[src/rtl/led_seq_pkg.sv]
// Shared types and constants for the LED sequencer: state encoding doubles as the phase code.
package led_seq_pkg;

  typedef enum logic [1:0] {
    IDLE  = 2'd0,
    BLINK = 2'd1,
    SHR   = 2'd2,
    SHL   = 2'd3
  } state_e;

  localparam logic [7:0] LED_OFF = 8'h00;
  localparam logic [7:0] LED_ALL = 8'hFF;
  localparam logic [7:0] LED_MSB = 8'h80;
  localparam logic [7:0] LED_LSB = 8'h01;

  localparam int unsigned STEP_W = 4;

endpackage

[src/rtl/led_tick_gen.sv]
// Step-enable generator: one-cycle tick every (TICK_DIV >> speed_sel) clk cycles while enabled.
module led_tick_gen #(
  parameter int unsigned TICK_DIV = 50_000_000
) (
  input  logic       clk,
  input  logic       rst,
  input  logic       en,
  input  logic       clr,
  input  logic [1:0] speed_sel,
  output logic       tick
);

  localparam int unsigned CW = $clog2(TICK_DIV);

  logic [CW-1:0] cnt_q, cnt_d;
  logic [CW-1:0] last_q, last_d;
  logic [CW-1:0] sel_last;

  assign sel_last = CW'((TICK_DIV >> speed_sel) - 32'd1);
  assign tick     = en && (cnt_q == last_q);

  // Period is latched only on clear or wrap so a speed change never cuts a period short.
  always_comb begin
    cnt_d  = cnt_q;
    last_d = last_q;
    if (clr || !en) begin
      cnt_d = '0;
      if (clr) begin
        last_d = sel_last;
      end
    end else if (tick) begin
      cnt_d  = '0;
      last_d = sel_last;
    end else begin
      cnt_d = cnt_q + CW'(1);
    end
  end

  always_ff @(posedge clk or posedge rst) begin
    if (rst) begin
      cnt_q  <= '0;
      last_q <= CW'(TICK_DIV - 32'd1);
    end else begin
      cnt_q  <= cnt_d;
      last_q <= last_d;
    end
  end

endmodule

[src/rtl/led_seq_ctrl.sv]
// Run/stop controller and BLINK -> SHR -> SHL step scheduler for the 8-bit LED pattern.
// Optional auto-stop after N_CYCLES full cycles: define LED_SEQ_REPEAT_LIMIT_EN.
module led_seq_ctrl
  import led_seq_pkg::*;
#(
  parameter int unsigned TICK_DIV    = 50_000_000,
  parameter int unsigned BLINK_TICKS = 6,
  parameter int unsigned SHIFT_TICKS = 8,
  parameter int unsigned N_CYCLES    = 3
) (
  input  logic       clk,
  input  logic       rst,
  input  logic       start,
  input  logic       stop,
  input  logic [1:0] speed_sel,
  output logic [7:0] LED,
  output logic       busy,
  output logic [1:0] phase,
  output logic       cycle_done
);

  localparam logic [STEP_W-1:0] BLINK_LAST = STEP_W'(BLINK_TICKS - 1);
  localparam logic [STEP_W-1:0] SHIFT_LAST = STEP_W'(SHIFT_TICKS - 1);

  state_e            state_q, state_d;
  logic [STEP_W-1:0] step_q, step_d;
  logic [7:0]        led_q, led_d;
  logic              done_q, done_d;
  logic              tick;
  logic              go;

`ifdef LED_SEQ_REPEAT_LIMIT_EN
  localparam logic [3:0] CYC_LAST = 4'(N_CYCLES - 1);
  logic [3:0] cyc_q, cyc_d;
`endif

  assign go = start && !stop && (state_q == IDLE);

  led_tick_gen #(
    .TICK_DIV (TICK_DIV)
  ) u_tick (
    .clk       (clk),
    .rst       (rst),
    .en        (state_q != IDLE),
    .clr       (go || stop),
    .speed_sel (speed_sel),
    .tick      (tick)
  );

  always_ff @(posedge clk or posedge rst) begin
    if (rst) begin
      state_q <= IDLE;
      step_q  <= '0;
      led_q   <= LED_OFF;
      done_q  <= 1'b0;
`ifdef LED_SEQ_REPEAT_LIMIT_EN
      cyc_q   <= '0;
`endif
    end else begin
      state_q <= state_d;
      step_q  <= step_d;
      led_q   <= led_d;
      done_q  <= done_d;
`ifdef LED_SEQ_REPEAT_LIMIT_EN
      cyc_q   <= cyc_d;
`endif
    end
  end

  always_comb begin
    state_d = state_q;
    step_d  = step_q;
    led_d   = led_q;
    done_d  = 1'b0;
`ifdef LED_SEQ_REPEAT_LIMIT_EN
    cyc_d   = cyc_q;
`endif
    unique case (state_q)
      IDLE: begin
        led_d = LED_OFF;
        if (go) begin
          state_d = BLINK;
          step_d  = '0;
`ifdef LED_SEQ_REPEAT_LIMIT_EN
          cyc_d   = '0;
`endif
        end
      end
      BLINK: begin
        if (tick) begin
          led_d = step_q[0] ? LED_OFF : LED_ALL;
          if (step_q == BLINK_LAST) begin
            state_d = SHR;
            step_d  = '0;
          end else begin
            step_d = step_q + STEP_W'(1);
          end
        end
      end
      SHR: begin
        if (tick) begin
          led_d = (step_q == '0) ? LED_MSB : {1'b0, led_q[7:1]};
          if (step_q == SHIFT_LAST) begin
            state_d = SHL;
            step_d  = '0;
          end else begin
            step_d = step_q + STEP_W'(1);
          end
        end
      end
      SHL: begin
        if (tick) begin
          led_d = (step_q == '0) ? LED_LSB : {led_q[6:0], 1'b0};
          if (step_q == SHIFT_LAST) begin
            state_d = BLINK;
            step_d  = '0;
            done_d  = 1'b1;
`ifdef LED_SEQ_REPEAT_LIMIT_EN
            cyc_d = cyc_q + 4'd1;
            if (cyc_q == CYC_LAST) begin
              state_d = IDLE;
              led_d   = LED_OFF;
              cyc_d   = '0;
            end
`endif
          end else begin
            step_d = step_q + STEP_W'(1);
          end
        end
      end
      default: state_d = IDLE;
    endcase
    // Stop overrides everything, including a coinciding tick and its cycle_done.
    if (stop) begin
      state_d = IDLE;
      step_d  = '0;
      led_d   = LED_OFF;
      done_d  = 1'b0;
`ifdef LED_SEQ_REPEAT_LIMIT_EN
      cyc_d   = '0;
`endif
    end
  end

  always_comb begin
    busy       = (state_q != IDLE);
    phase      = state_q;
    LED        = led_q;
    cycle_done = done_q;
  end

endmodule

[config.mk]
export PLATFORM = sky130hd
export DESIGN_NAME = led_seq_ctrl
export DESIGN_NICKNAME = d
export VERILOG_FILES = /design/src/rtl/led_seq_pkg.sv /design/src/rtl/led_tick_gen.sv /design/src/rtl/led_seq_ctrl.sv
export SDC_FILE = /design/constraint.sdc
export NUM_CORES = 1
export LEC_CHECK = 0
export BUFFER_PORTS_ARGS = -buffer_cell sky130_fd_sc_hd__buf_2
export CORE_UTILIZATION = 30
export DETAILED_ROUTE_END_ITERATION = 8
export PLACE_DENSITY_LB_ADDON = 0.3
export SETUP_SLACK_MARGIN = 0.05
export SLEW_MARGIN = 20
export SYNTH_ARGS = -nofsm -noshare
export SYNTH_HDL_FRONTEND = slang
export SYNTH_SLANG_ARGS = --single-unit
[constraint.sdc]
create_clock -name clk -period 3 [get_ports clk]
set_input_delay 0.15 -clock clk [delete_from_list [all_inputs] [get_ports clk]]
set_output_delay 0.15 -clock clk [all_outputs]
set_load 0.005 [all_outputs]
# Word-level counts from Yosys, hierarchy flattened
# Cells that the tools add are included.
# totals
reg_bits	67
in_bits	6
out_inout_bits	12
word_cells	74
# classes
n_addsub	3
eq_ne	15
shifts	1
muxes	33
reduce_logical	16
# op_table
cell	n
$mux W26	5
$mux W8	7
$pmux W8 S4	1
$add A26 B1 Y26 const B	1
$eq A26 B26 Y1	1
$shr A26 B2 Y26 const A	1
$sub A26 B1 Y26 const B	1
$mux W4	6
$ne A3 B3 Y1 const B	7
$mux W2	8
$pmux W4 S3	1
$eq A4 B3 Y1 const B	2
$pmux W2 S4	1
$reduce_and A7 Y1	1
$reduce_and A3 Y1	2
$add A4 B1 Y4 const B	1
$eq A2 B2 Y1 const B	2
$logic_not A4 Y1	1
$mux W1	4
$reduce_bool A2 Y1	2
$logic_and A1 B1 Y1	3
$ne A3 B1 Y1 const B	1
$eq A2 B1 Y1 const B	1
$logic_not A1 Y1	2
5 further kinds	6

# Depth between registers and ports, before layout
# depth
word_depth	7
depth_mapped	10
mapped_depth_nobuf	8

# Modules after synthesis
# Synthesis repeated with hierarchy kept, for this count alone.
# unflattened
cells_unflattened	295
area_unflattened_um2	3094.2
# by_module_without_submodules
module	instances	cells_per_inst	area_per_inst_um2	seq_area_each_um2
led_tick_gen	1	201	2134.5	1037.2
led_seq_ctrl	1	94	959.7	375.4

# Worst setup path before layout
# Ideal clock, no wire load.
# synth_timing
path_kind	reg2reg
startpoint	reg state_q[0], in the netlist phase[0]
endpoint	reg u_tick.last_q[10]
setup_time_ns	0.127
t_arrival_ns	1.977
t_required_ns	2.873
setup_slack_ns	0.896
stages_incl_launch_ff	9
path_buffers	1
synth_period_minus_slack_ns	2.104
path_cell_list	dfrtp_1 -> inv_1 -> ha_1 -> nor3b_1 -> nand4b_1 -> nor4_4 -> a221o_1 -> buf_6 -> mux2_1
# synth_between
elab_chain_len	6
word_cells_on_any_way	11
classes_between	eq/ne (1); mux (1); reduce/logical (9)
# synth_rtl
item	line_no	rtl
start, declared	led_seq_ctrl.sv:25	state_e state_q, state_d;
start signal, assigned	led_seq_ctrl.sv:60	state_q <= state_d;
$logic_not A2 Y1	led_seq_ctrl.sv:37	assign go = start && !stop && (state_q == IDLE);
$logic_and A1 B1 Y1	led_seq_ctrl.sv:37	
$logic_or A1 B1 Y1	led_seq_ctrl.sv:45	.clr (go || stop),
$logic_or A1 B1 Y1	led_tick_gen.sv:26	if (clr || !en) begin
$ne A2 B1 Y1 (no source line) / $reduce_bool A2 Y1 (equally long branches)	--	
$reduce_and A2 Y1 (no source line)	--	
end signal, assigned	led_tick_gen.sv:42	last_q <= CW'(TICK_DIV - 32'd1);
end signal, assigned	led_tick_gen.sv:45	last_q <= last_d;
end, declared	led_tick_gen.sv:16	logic [CW-1:0] last_q, last_d;
# Parallel ways exist; a longest one is shown, timed or not.
# A chain may end at the register's enable or synchronous reset.

# Worst setup path after layout
# Same ends and word-level chain as after synthesis.

==> run_results.csv <==
group,metric,value,unit
routing,totalWireLength,6.30,mm
worst_setup_path,worstPathCellList,"inv_1 > ha_1 > nor3b_1 > nand4b_1 > nor4_4 > a221o_1 > mux2_1",
worst_setup_path,cp_slowest_stage_delay,0.54,ns
logic_synthesis,yosysUniqueCellTypes,53,
place,numPortBuffers,17,
timing,maxSlewViolCount,0,
place,gp_congestion,0.812,
worst_setup_path,criticalPathCategory,"reg2reg",
min_path,hp-class,"in2reg",
clock_tree,root_buffer,"clkbuf_8",
timing,finClkSkew,0.0163,ns
timing,tns,0,ns
global_routing,gr-total-overflow,0,
die,initial_utilization,30.8,%
die,die_w,102,µm
timing,slew_headroom,52.9,%
timing,final.setup.worst_slack,0.368,ns
timing,setup_viol,0,
die,fp.dieH,102,µm
routing,drc_errors,0,
clock_tree,path_clk_slew,0.11,ns
routing,vias,2230,
logic_synthesis,synth_area_per_cell,9.77,µm²
worst_setup_path,worst_ep_arrival_time,2.84,ns
logic_synthesis,synth_cells,305,
routing,ant_nets,0,
global_routing,grt_pass1_vias,2175,
timing,fin_crit,2.63,ns
timing,tightest_slew,0.706,ns
finish,layout_common_cells,"nor2_1, dfrtp_1, xor2_1",
place,post-place-ws,0.397,ns
place,hpwl,4.61,mm
logic_synthesis,syn_nets,320,
finish,nNetsFinal,339,
routing,drt_pre_antenna_iters,4,
worst_setup_path,endpoint_kind,"flip-flop",
logic_synthesis,synth-edff-count,0,
die,core,9680,µm²
finish,layout_commonest_cell,"nor2_1",
clock_tree,tritoncts,"built",
power,peakVddDrop,0.262,mV
logic_synthesis,ys_ff_latch,55,
clock_tree,cts_buffers,5,
clock_tree,htreeDepth,2,
logic_synthesis,yosys_warnings,0,
finish,diodes,0,
die,die_area,10300,µm²
logic_synthesis,synth_top_area_share,39.5,%
clock_tree,ctsResizeCount,0,
logic_synthesis,ys.flop_type,"dfrtp_1",
finish,post_route_cells_drive_above_1_share,17.2,%
clock_tree,cts_sinks,55,
logic_synthesis,syn_area,2980,µm²
worst_setup_path,cp_slowest_cell,"a221o_1",
logic_synthesis,synth.area.top_cells,"dfrtp_1, dfstp_2, nor2_1, xor2_1, xnor2_1",
worst_setup_path,startpoint_type,"flip-flop",
power,p_leak,1.43,nW
die,pin_count,18,
power,total_power,1.84,mW
run_status,status,"completed",
routing,routedWlPerCell,13.8,µm
logic_synthesis,ys_seq_area_share,46.5,%
timing,fmax,0.380,GHz
worst_setup_path,required,3.21,ns
clock_tree,worstSkewPairLatency,0.32,ns
routing,avgViaCountPerCell,4.87,
worst_setup_path,worstPathMaxFanout,16,
logic_synthesis,async_flop_share,100,%
logic_synthesis,yosysTopAreaCell,"dfrtp_1",
finish,n_fill_cell,1001,
routing,drt_iter0_drc,66,
global_routing,grt_start_max_net_pins,33,
power,p_per_area,555,nW/µm²
run,maxCapViolations,0,
timing,fin_crit_sh,87.7,%
timing,final_hold_viol_count,0,
global_routing,antenna_found_initial,0,
timing,rsz0062_at_grt,"false",
global_routing,grt_pass1_wl,11.0,mm
die,row_count,36,
global_routing,track_usage,13.9,%
finish,syn_to_final_growth,11.0,%
clock_tree,clockBufferDepth,2,
## power breakdown
group          total, mW  internal, mW  switching, mW
logic              0.474         0.181          0.293
registers          0.919         0.836         0.0831
clock network      0.443         0.189          0.254
total               1.84          1.21          0.630
## critical path: cells and delay by family, from the launching register on
family | cells | cell delay (ns)
and+or+nand+nor | 3 | 0.81
muxes | 1 | 0.37
AOI/OAI and AO/OA | 1 | 0.54
adders and majority gates | 1 | 0.29
DFF | 1 | 0.41
buffers and inverters | 1 | 0.09
## final timing paths
check	startpoint	endpoint	slack, ns	depth (start not counted)
max	phase[0]$_DFFE_PP0P_	u_tick.last_q[10]$_DFFE_PP0P_	0.37	7
min	speed_sel[0]	u_tick.last_q[17]$_DFFE_PP1P_	0.07	2
max reg2reg	phase[0]$_DFFE_PP0P_	u_tick.last_q[10]$_DFFE_PP0P_	0.37	7
min reg2reg	u_tick.cnt_q[0]$_DFF_PP0_	u_tick.cnt_q[0]$_DFF_PP0_	0.49	1
max in group asynchronous	rst	u_tick.last_q[12]$_DFFE_PP1P_	1.68	4
min in group asynchronous	rst	LED[4]$_DFFE_PP0P_	0.48	3
## Yosys cell counts (4+ instances only)
library cell / instances
nor2_1: 51
dfrtp_1: 47
xor2_1: 20
nand2_1: 17
xnor2_1: 14
inv_1: 13
nand3_1: 13
and3_1: 12
ha_1: 9
nand4_1: 9
a31oi_1: 8
dfstp_2: 8
nor3_1: 8
a22oi_1: 6
a21oi_1: 4
or2_2: 4
## stage by stage
step | hold WS [ns] | util, % | instance area [µm²] | cells
final | 0.0671 | 34.1 | 3310 | 458
after global routing | 0.0646 | 34.1 | 3310 | 458
after CTS | 0.0581 | 34.1 | 3310 | 458
after detailed placement | 0.307 | 33.0 | 3200 | 449
after global placement | 0.306 | 33.0 | 3200 | 449
after floorplan | 0.188 | - | 2980 | 305
## metal layers
| layer | GRT usage, % | up-vias | share of wire, % |
|---|---|---|---|
| met1 | 19.1 | 1080 | 50 |
| met3 | 2.42 | 10 | 3.4 |
| met4 | 5.02 | 0 | 1.6 |
| met5 | 0 | - | 0 |
| li1 | - | 1099 | - |
| met2 | 21.8 | 41 | 45 |
## registers in the layout (all words and copies together), names as in the netlist
signal,cells
u_tick.cnt_q,26
u_tick.last_q,14
LED,8
step_q,4
phase,2
cycle_done,1
## layout make-up
type	count	area (µm²)	area share (%)
multi-input combinational	227	1480	44.9
timing repair buffer	21	118	3.56
tap	133	166	5.03
clock inverter	2	16.3	0.492
sequential	55	1390	41.9
clock buffer	6	82.6	2.50
inverter	14	52.6	1.59
## logic make-up (layout without fill, tap and decap cells)
family	Yosys count	in the layout	share of synthesized area [%]
adder cells (fa/ha/maj)	9	9	3.78
buffers and inverters	23	43	3.65
XOR/XNOR	34	34	10.0
AND/OR/NAND/NOR	138	138	24.1
multiplexers	5	5	1.89
flip-flops	55	55	46.5
AO/OA/AOI/OAI	41	41	10.0
## timing repair
action                                 in CTS  in global routing
endpoints found under the hold margin      26                  0
hold buffers                                1                  0
buffers inserted                            0                  0
(Power assumes the default switching activity.)
